$ cat config.mk
export PLATFORM = sky130hd
export DESIGN_NAME = prog_loader
export DESIGN_NICKNAME = d
export VERILOG_FILES = /design/src/rtl/prog_pkg.sv /design/src/rtl/loader_addr_ctr.sv /design/src/rtl/prog_loader.sv
export SDC_FILE = /design/constraint.sdc
export NUM_CORES = 1
export LEC_CHECK = 0
export CAP_MARGIN = 25
export CORE_MARGIN = 5
export CORE_UTILIZATION = 55
export DETAILED_ROUTE_END_ITERATION = 8
export DONT_BUFFER_PORTS = 1
export PLACE_DENSITY = 0.7
export SETUP_SLACK_MARGIN = 0.1
export SYNTH_ARGS = -nofsm -noshare
export SYNTH_HDL_FRONTEND = slang
export SYNTH_SLANG_ARGS = --single-unit
$ cat constraint.sdc
create_clock -name clock -period 2.9 [get_ports clock]
set_input_delay 0.145 -clock clock [delete_from_list [all_inputs] [get_ports clock]]
set_output_delay 0.145 -clock clock [all_outputs]
set_load 0.01 [all_outputs]
$ cat src/rtl/prog_pkg.sv
// Shared program-path definitions for the loader and the fetch path.
package prog_pkg;

  localparam int unsigned ADDR_W_DEF = 12;
  localparam int unsigned NIB_W_DEF  = 4;

  typedef enum logic [2:0] {
    ST_IDLE,
    ST_HI,
    ST_LO,
    ST_WRITE,
    ST_DONE
  } ld_state_t;

endpackage

$ cat src/rtl/loader_addr_ctr.sv
// Write-address and byte counter for the program loader.
// The address wraps modulo 2^ADDR_W through natural overflow.
module loader_addr_ctr #(
  parameter int unsigned ADDR_W = 12
) (
  input  logic              clock,
  input  logic              reset,
  input  logic              load,
  input  logic [ADDR_W-1:0] load_addr,
  input  logic              enable,
  output logic [ADDR_W-1:0] addr,
  output logic [ADDR_W-1:0] cnt
);

  // Load restarts the session, and enable advances by one written byte.
  always_ff @(posedge clock or posedge reset) begin
    if (reset) begin
      addr <= '0;
      cnt  <= '0;
    end else if (load) begin
      addr <= load_addr;
      cnt  <= '0;
    end else if (enable) begin
      addr <= addr + 1'b1;
      cnt  <= cnt + 1'b1;
    end
  end

endmodule

$ cat src/rtl/prog_loader.sv
// Program loader: assembles nibble pairs into bytes and writes them to
// program memory at consecutive addresses.
// Optional feature macro: PROG_LOADER_CHECKSUM_EN (running byte checksum).
module prog_loader
  import prog_pkg::*;
#(
  parameter int unsigned ADDR_W = ADDR_W_DEF,
  parameter int unsigned NIB_W  = NIB_W_DEF
) (
  input  logic                 clock,
  input  logic                 reset,
  input  logic                 start,
  input  logic [ADDR_W-1:0]    base_addr,
  input  logic [ADDR_W-1:0]    count,
  input  logic                 in_valid,
  input  logic [NIB_W-1:0]     in_data,
  output logic                 in_ready,
  output logic                 mem_we,
  output logic [ADDR_W-1:0]    mem_addr,
  output logic [2*NIB_W-1:0]   mem_wdata,
  output logic                 busy,
  output logic                 done,
  output logic [2*NIB_W-1:0]   checksum
);

  ld_state_t          state;
  logic [NIB_W-1:0]   hi_nib;
  logic [ADDR_W-1:0]  count_q;
  logic [ADDR_W-1:0]  ctr_addr;
  logic [ADDR_W-1:0]  ctr_cnt;
  logic [ADDR_W-1:0]  cnt_next;
  logic               ctr_load;
  logic               ctr_en;
  logic               last_byte;

  // Counter controls, and the end-of-session test on the post-increment count.
  always_comb begin
    ctr_load  = (state == ST_IDLE) && start;
    ctr_en    = (state == ST_WRITE);
    cnt_next  = ctr_cnt + 1'b1;
    last_byte = (cnt_next == count_q);
  end

  loader_addr_ctr #(
    .ADDR_W(ADDR_W)
  ) u_addr_ctr (
    .clock     (clock),
    .reset     (reset),
    .load      (ctr_load),
    .load_addr (base_addr),
    .enable    (ctr_en),
    .addr      (ctr_addr),
    .cnt       (ctr_cnt)
  );

  // Session FSM with registered handshake, strobe and status outputs.
  always_ff @(posedge clock or posedge reset) begin
    if (reset) begin
      state     <= ST_IDLE;
      in_ready  <= 1'b0;
      mem_we    <= 1'b0;
      mem_addr  <= '0;
      mem_wdata <= '0;
      busy      <= 1'b0;
      done      <= 1'b0;
      hi_nib    <= '0;
      count_q   <= '0;
    end else begin
      mem_we <= 1'b0;
      done   <= 1'b0;
      case (state)
        ST_IDLE: begin
          if (start) begin
            count_q <= count;
            busy    <= 1'b1;
            if (count != '0) begin
              state    <= ST_HI;
              in_ready <= 1'b1;
            end else begin
              state <= ST_DONE;
              done  <= 1'b1;
            end
          end
        end
        ST_HI: begin
          if (in_valid) begin
            hi_nib <= in_data;
            state  <= ST_LO;
          end
        end
        ST_LO: begin
          // Write strobe is presented during WRITE, so it is raised here.
          if (in_valid) begin
            mem_wdata <= {hi_nib, in_data};
            mem_addr  <= ctr_addr;
            mem_we    <= 1'b1;
            in_ready  <= 1'b0;
            state     <= ST_WRITE;
          end
        end
        ST_WRITE: begin
          if (last_byte) begin
            state <= ST_DONE;
            done  <= 1'b1;
          end else begin
            state    <= ST_HI;
            in_ready <= 1'b1;
          end
        end
        ST_DONE: begin
          busy  <= 1'b0;
          state <= ST_IDLE;
        end
        default: begin
          state    <= ST_IDLE;
          in_ready <= 1'b0;
          busy     <= 1'b0;
        end
      endcase
    end
  end

`ifdef PROG_LOADER_CHECKSUM_EN
  logic [2*NIB_W-1:0] sum_q;

  // Running sum of written bytes, cleared when a session is accepted.
  always_ff @(posedge clock or posedge reset) begin
    if (reset)
      sum_q <= '0;
    else if (ctr_load)
      sum_q <= '0;
    else if (state == ST_WRITE)
      sum_q <= sum_q + mem_wdata;
  end

  assign checksum = sum_q;
`else
  assign checksum = '0;
`endif

endmodule

=== Word level (Yosys, flattened, before mapping) ===
Index checks and enable logic that the tools add are counted.

* Output and inout bits: 32
* Register bits: 67
* Word-level logic and storage cells: 60

* Bitwise operators: 2
* Muxes and demuxes: 23
* Reduce and logical (&&, ||, !) cells: 12
* Equality and inequality tests: 10
* $add $sub $neg: 2

{| class="wikitable"
|+ Operators with widths
! kind !! number
|-
| 2-to-1 mux 12 bit || 4
|-
| adder 12 x 1 -> 12 bit (second input constant) || 2
|-
| 2-to-1 mux 3 bit || 5
|-
| equality test 12 bit || 1
|-
| one-hot mux 3 bit (4 select lines) || 1
|-
| nonzero test 12 bit || 1
|-
| 2-to-1 mux 1 bit || 10
|-
| != test 2 bit (second input constant) || 4
|-
| AND reduction 2 bit || 4
|-
| equality test 3 x 2 -> 1 bit (second input constant) || 2
|-
| AND reduction 5 bit || 1
|-
| one-hot mux 1 bit (2 select lines) || 2
|-
| one-hot mux 1 bit (4 select lines) || 1
|-
| equality test 3 x 1 -> 1 bit (second input constant) || 1
|-
| equality test 3 bit (second input constant) || 1
|-
| zero test 3 bit || 1
|-
| AND reduction 3 bit || 1
|-
| OR reduction 3 bit || 1
|-
| != test 2 x 1 -> 1 bit (second input constant) || 1
|-
| NOT 1 bit || 2
|-
| nonzero test 2 bit || 1
|-
| OR reduction 2 bit || 1
|-
| logical AND 1 bit || 1
|}

=== Depth between registers and ports, before layout ===
* Depth after elaboration: 4
* Gate-level depth with buffers: 8
* Depth with buffers taken out: 7

=== Hierarchy ===
From an unflattened synthesis, not the netlist that was laid out.

* Cells, all modules: 312
* Area total of the unflattened synthesis: 3,462.1 µm²

{| class="wikitable"
|+ Modules (own cells, without submodules)
! module !! cells each !! area each (µm²) !! instances !! sequential area each (µm²)
|-
| prog_loader || 176 || 2,153.3 || 1 || 1,076.0
|-
| loader_addr_ctr || 136 || 1,308.8 || 1 || 600.6
|}

=== Least setup slack after synthesis ===
Ideal clock, no wire load.

* Path type: register to register
* Start point: register u_addr_ctr.cnt[0]
* End point: register state[0]
* Data arrival time: 2,047 ps
* Cell stages (with the launch flop): 9
* Path buffers: 1
* Setup slack: 714 ps
* Required time: 2,761 ps
* Cell sequence: dfrtp_1 ha_1 and4_4 buf_6 nand4_1 xnor2_1 or3_4 nor4_4 o22ai_1

* Cells in the longest elaborated chain, start to end: 4

{| class="wikitable"
|+ Ends and longest elaborated chain
! what !! line !! source
|-
| start: declaration || loader_addr_ctr.sv:12 || <nowiki>output logic [ADDR_W-1:0] cnt</nowiki>
|-
| start signal: assignment || loader_addr_ctr.sv:25 || <nowiki>cnt <= cnt + 1'b1;</nowiki>
|-
| adder 12 x 1 -> 12 bit || prog_loader.sv:40 || <nowiki>cnt_next = ctr_cnt + 1'b1;</nowiki>
|-
| equality test 12 bit || prog_loader.sv:41 || <nowiki>last_byte = (cnt_next == count_q);</nowiki>
|-
| 2-to-1 mux 3 bit || prog_loader.sv:102 || <nowiki>if (last_byte) begin</nowiki>
|-
| one-hot mux 3 bit (4 select lines) || prog_loader.sv:71 || <nowiki>case (state)</nowiki>
|-
| end signal: assignment || prog_loader.sv:77 || <nowiki>state <= ST_HI;</nowiki>
|-
| end signal: assignment || prog_loader.sv:103 || <nowiki>state <= ST_DONE;</nowiki>
|-
| end signal: assignment || prog_loader.sv:106 || <nowiki>state <= ST_HI;</nowiki>
|-
| end: declaration || prog_loader.sv:26 || <nowiki>ld_state_t state;</nowiki>
|}

No other way between the ends.
A chain may end at the register's enable or synchronous reset.

=== Worst setup path after layout ===
Same ends and word-level chain as after synthesis.

==> out/summary.txt <==
Status: completed
Largest cells by area after synthesis: dfrtp_1, mux2_2, nand2_1
FFs w/ async S/R, synth: 100%
PortBufs: 0
TritonCTS clock tree: built
Sw Pwr: 1.37 mW
Num CTS Buffers: 9
Post-synth EDFFs: 0
PD cells: 979 nW/µm²
Initial antenna violation count: 0
Most instantiated library cell after synthesis: dfrtp_1
Mapped Area: 3360 µm²
Clock Latency Late Sink: 0.35 ns
Setup crit end kind: register
Max Cap Violations: 0
Number of cells on the critical path: 7
Worst setup SP type: register
Crit Path Class: register to register
Remaining DRCs: 0
GRT Overall Usage: 20.9%
Routed Antenna Nets: 0
Clk Tree Root Cell: clkbuf_8
Cell variety after synth: 50
DR vias/cell: 5.71
Ys Warns: 0
DRT Wirelength: 7.45 mm
Rows: 28
First-pass detailed-route iteration total: 4
Final Setup Violations: 0
Vias after detailed routing: 2519
Buf/Inv on CP: 0
First-pass GRT wire length: 12.3 mm
Peak VDD IR: 610 µV
# clock sinks: 67
Nets: 395
Maximum clock rate: 422 MHz
Tmin final: 2.37 ns
Largest net degree at the start of global routing: 32
Total grt overflow: 0
Top post-synthesis cells by count: dfrtp_1, nand2_1, o21ai_0
Top cell type's share of synthesized area: 49.8%
Synth-to-layout area growth: 16.1%
Period utilization: 81.7%
Setup TNS: 0 ns
Area leader, netlist: dfrtp_1
Sequential area share after synthesis: 49.8%
Pre-CTS setup slack: 0.549 ns
Initial Utilization: 56.8%
Iter 0 DRT Violations: 183
Full die area: 7780 µm²
Sequential power share: 45.6%
Hold Path Depth: 2
Slew @ Worst Pin: 0.812 ns
Clk buf depth: 2
Slew margin rel.: 45.1%
Die W: 88.2 µm
Fin. max-slew vios: 0
Total I/O pin count: 64
Fin. Hold Viols: 0
Clk_skew: 0.0114 ns
CP required: 3.11 ns
Worst hold path type: primary input to register
Final WS setup: 0.531 ns
CTS Hold Bufs: 30
Dpl hpwl: 4.85 mm
Crit-path cells: ha_1 > and4_4 > nand4_1 > xnor2_1 > or3_4 > nor4_4 > o22ai_1
Synth Flop Type: dfrtp_1
Critical path peak fanout: 9
Post-Synthesis Cells: 338
Worst path slowest cell: dfrtp_1
Clock network fraction of design power: 25.2%
Layout cells sized above 1: 15.0%
GPL Wtd Cong: 0.852
Worst reg2reg path depth: 7
Average wire per standard cell: 16.9 µm
Setup bufs post-CTS: 0
Post-CTS Resized: 0
#FFs+latches synth: 67
Leak: 1.68 nW
Combinational share of power: 29.2%
# diodes: 0
Die H: 88.2 µm
Vias in the first global route: 2515
Mean Syn Cell Area: 9.95 µm²
Largest delay share family, worst path: simple AND/OR/NAND/NOR gates
Clk slew on worst S/H paths: 0.08 ns
Critical Path Max Stage Delay: 0.46 ns
Worst Path Arrival: 2.57 ns
Unrepaired setup endpoints after global routing: false
Pint: 2.45 mW
Switching Share: 35.9%
H-tree depth: 3
Core area: 5920 µm²
==> worst paths after layout <==
check                             startpoint    endpoint  slack (ns)
setup / recovery           u_addr_ctr.cnt[0]    state[0]        0.53
hold / removal                         start        busy       0.007
setup reg to reg           u_addr_ctr.cnt[0]    state[0]        0.53
hold reg to reg                   count_q[8]  count_q[8]        0.51
max in group asynchronous              reset  count_q[2]        1.97
min in group asynchronous              reset        busy        0.22
==> power by group through the flow <==
stage	clock network, mW	registers [mW]	logic, mW
6_report	0.962	1.74	1.12
5_1_grt	1.02	1.80	1.26
4_1_cts	0.974	1.74	1.12
3_5_place_dp	0	1.76	1.07
3_3_place_gp	0	1.75	1.05
2_1_floorplan	0	1.62	0.957
==> cell families after synthesis <==
logic type,count (synthesis),synth area share [%]
muxes,26,8.66
DFF,67,49.8
other,1,0.111
adders and majority gates,2,0.744
and+or+nand+nor,124,18.2
buffers and inverters,34,5.43
xor gates and xnor gates,23,5.99
AOI/OAI and AO/OA,61,11.0
==> metrics by stage <==
step | instance area (µm²) | utilization, % | instances | hold slack [ns] | power, mW
3_5_place_dp | 3360 | 56.7 | 395 | 0.0226 | 2.83
5_1_grt | 3910 | 66.0 | 441 | 0.00854 | 4.08
3_3_place_gp | 3360 | 56.7 | 395 | 0.0291 | 2.79
4_1_cts | 3910 | 66.0 | 441 | 0.00169 | 3.84
6_report | 3910 | 66.0 | 441 | 0.00705 | 3.82
2_1_floorplan | 3390 | - | 345 | 0.250 | 2.58
==> routing by layer <==
metal  global-route usage, %  part of all wire (%)
met2                    30.3                    46
met4                    9.62                   2.0
met5                       0                     0
met3                    5.40                   8.0
met1                    29.4                    44
==> layout by cell type, fill, tap and decap left out, drive strengths merged, types with 4 or more instances in the layout <==
master / Yosys / routed
o21ai: 28 / 28
a21oi: 12 / 12
xnor2: 9 / 9
xor2: 14 / 14
nor2: 20 / 20
clkbuf: 14 / 10
mux2: 25 / 25
dfrtp: 67 / 67
nand2: 63 / 63
inv: 5 / 6
dlygate4sd3: 0 / 30
nor3: 7 / 7
nand4: 6 / 6
buf: 15 / 4
nand3: 7 / 7
nor4: 4 / 4
conb: 1 / 8
o22ai: 4 / 4
==> state kept, by name, summed over array words and instances (netlist names) <==
signal           count
mem_wdata            8
mem_we               1
hi_nib               4
count_q             12
u_addr_ctr.cnt      12
mem_addr            12
done                 1
state                3
in_ready             1
u_addr_ctr.addr     12
busy                 1
==> worst register-to-register path, stage by stage, from the launching register on <==
cell     delay (ns)
dfrtp_1        0.46
ha_1           0.29
and4_4         0.31
nand4_1        0.18
xnor2_1        0.18
or3_4          0.34
nor4_4         0.35
o22ai_1        0.12
==> cell type report <==
type                            instances  area [µm²]
Sequential cell                        67        1680
Clock inverter                          6         111
Fill cell                             447        2010
Inverter                                5        18.8
Tap cell                               75        93.8
Timing Repair Buffer                   34         330
Multi-Input combinational cell        244        1540
Clock buffer                           10         138
Power figures use the tool's default switching activity.
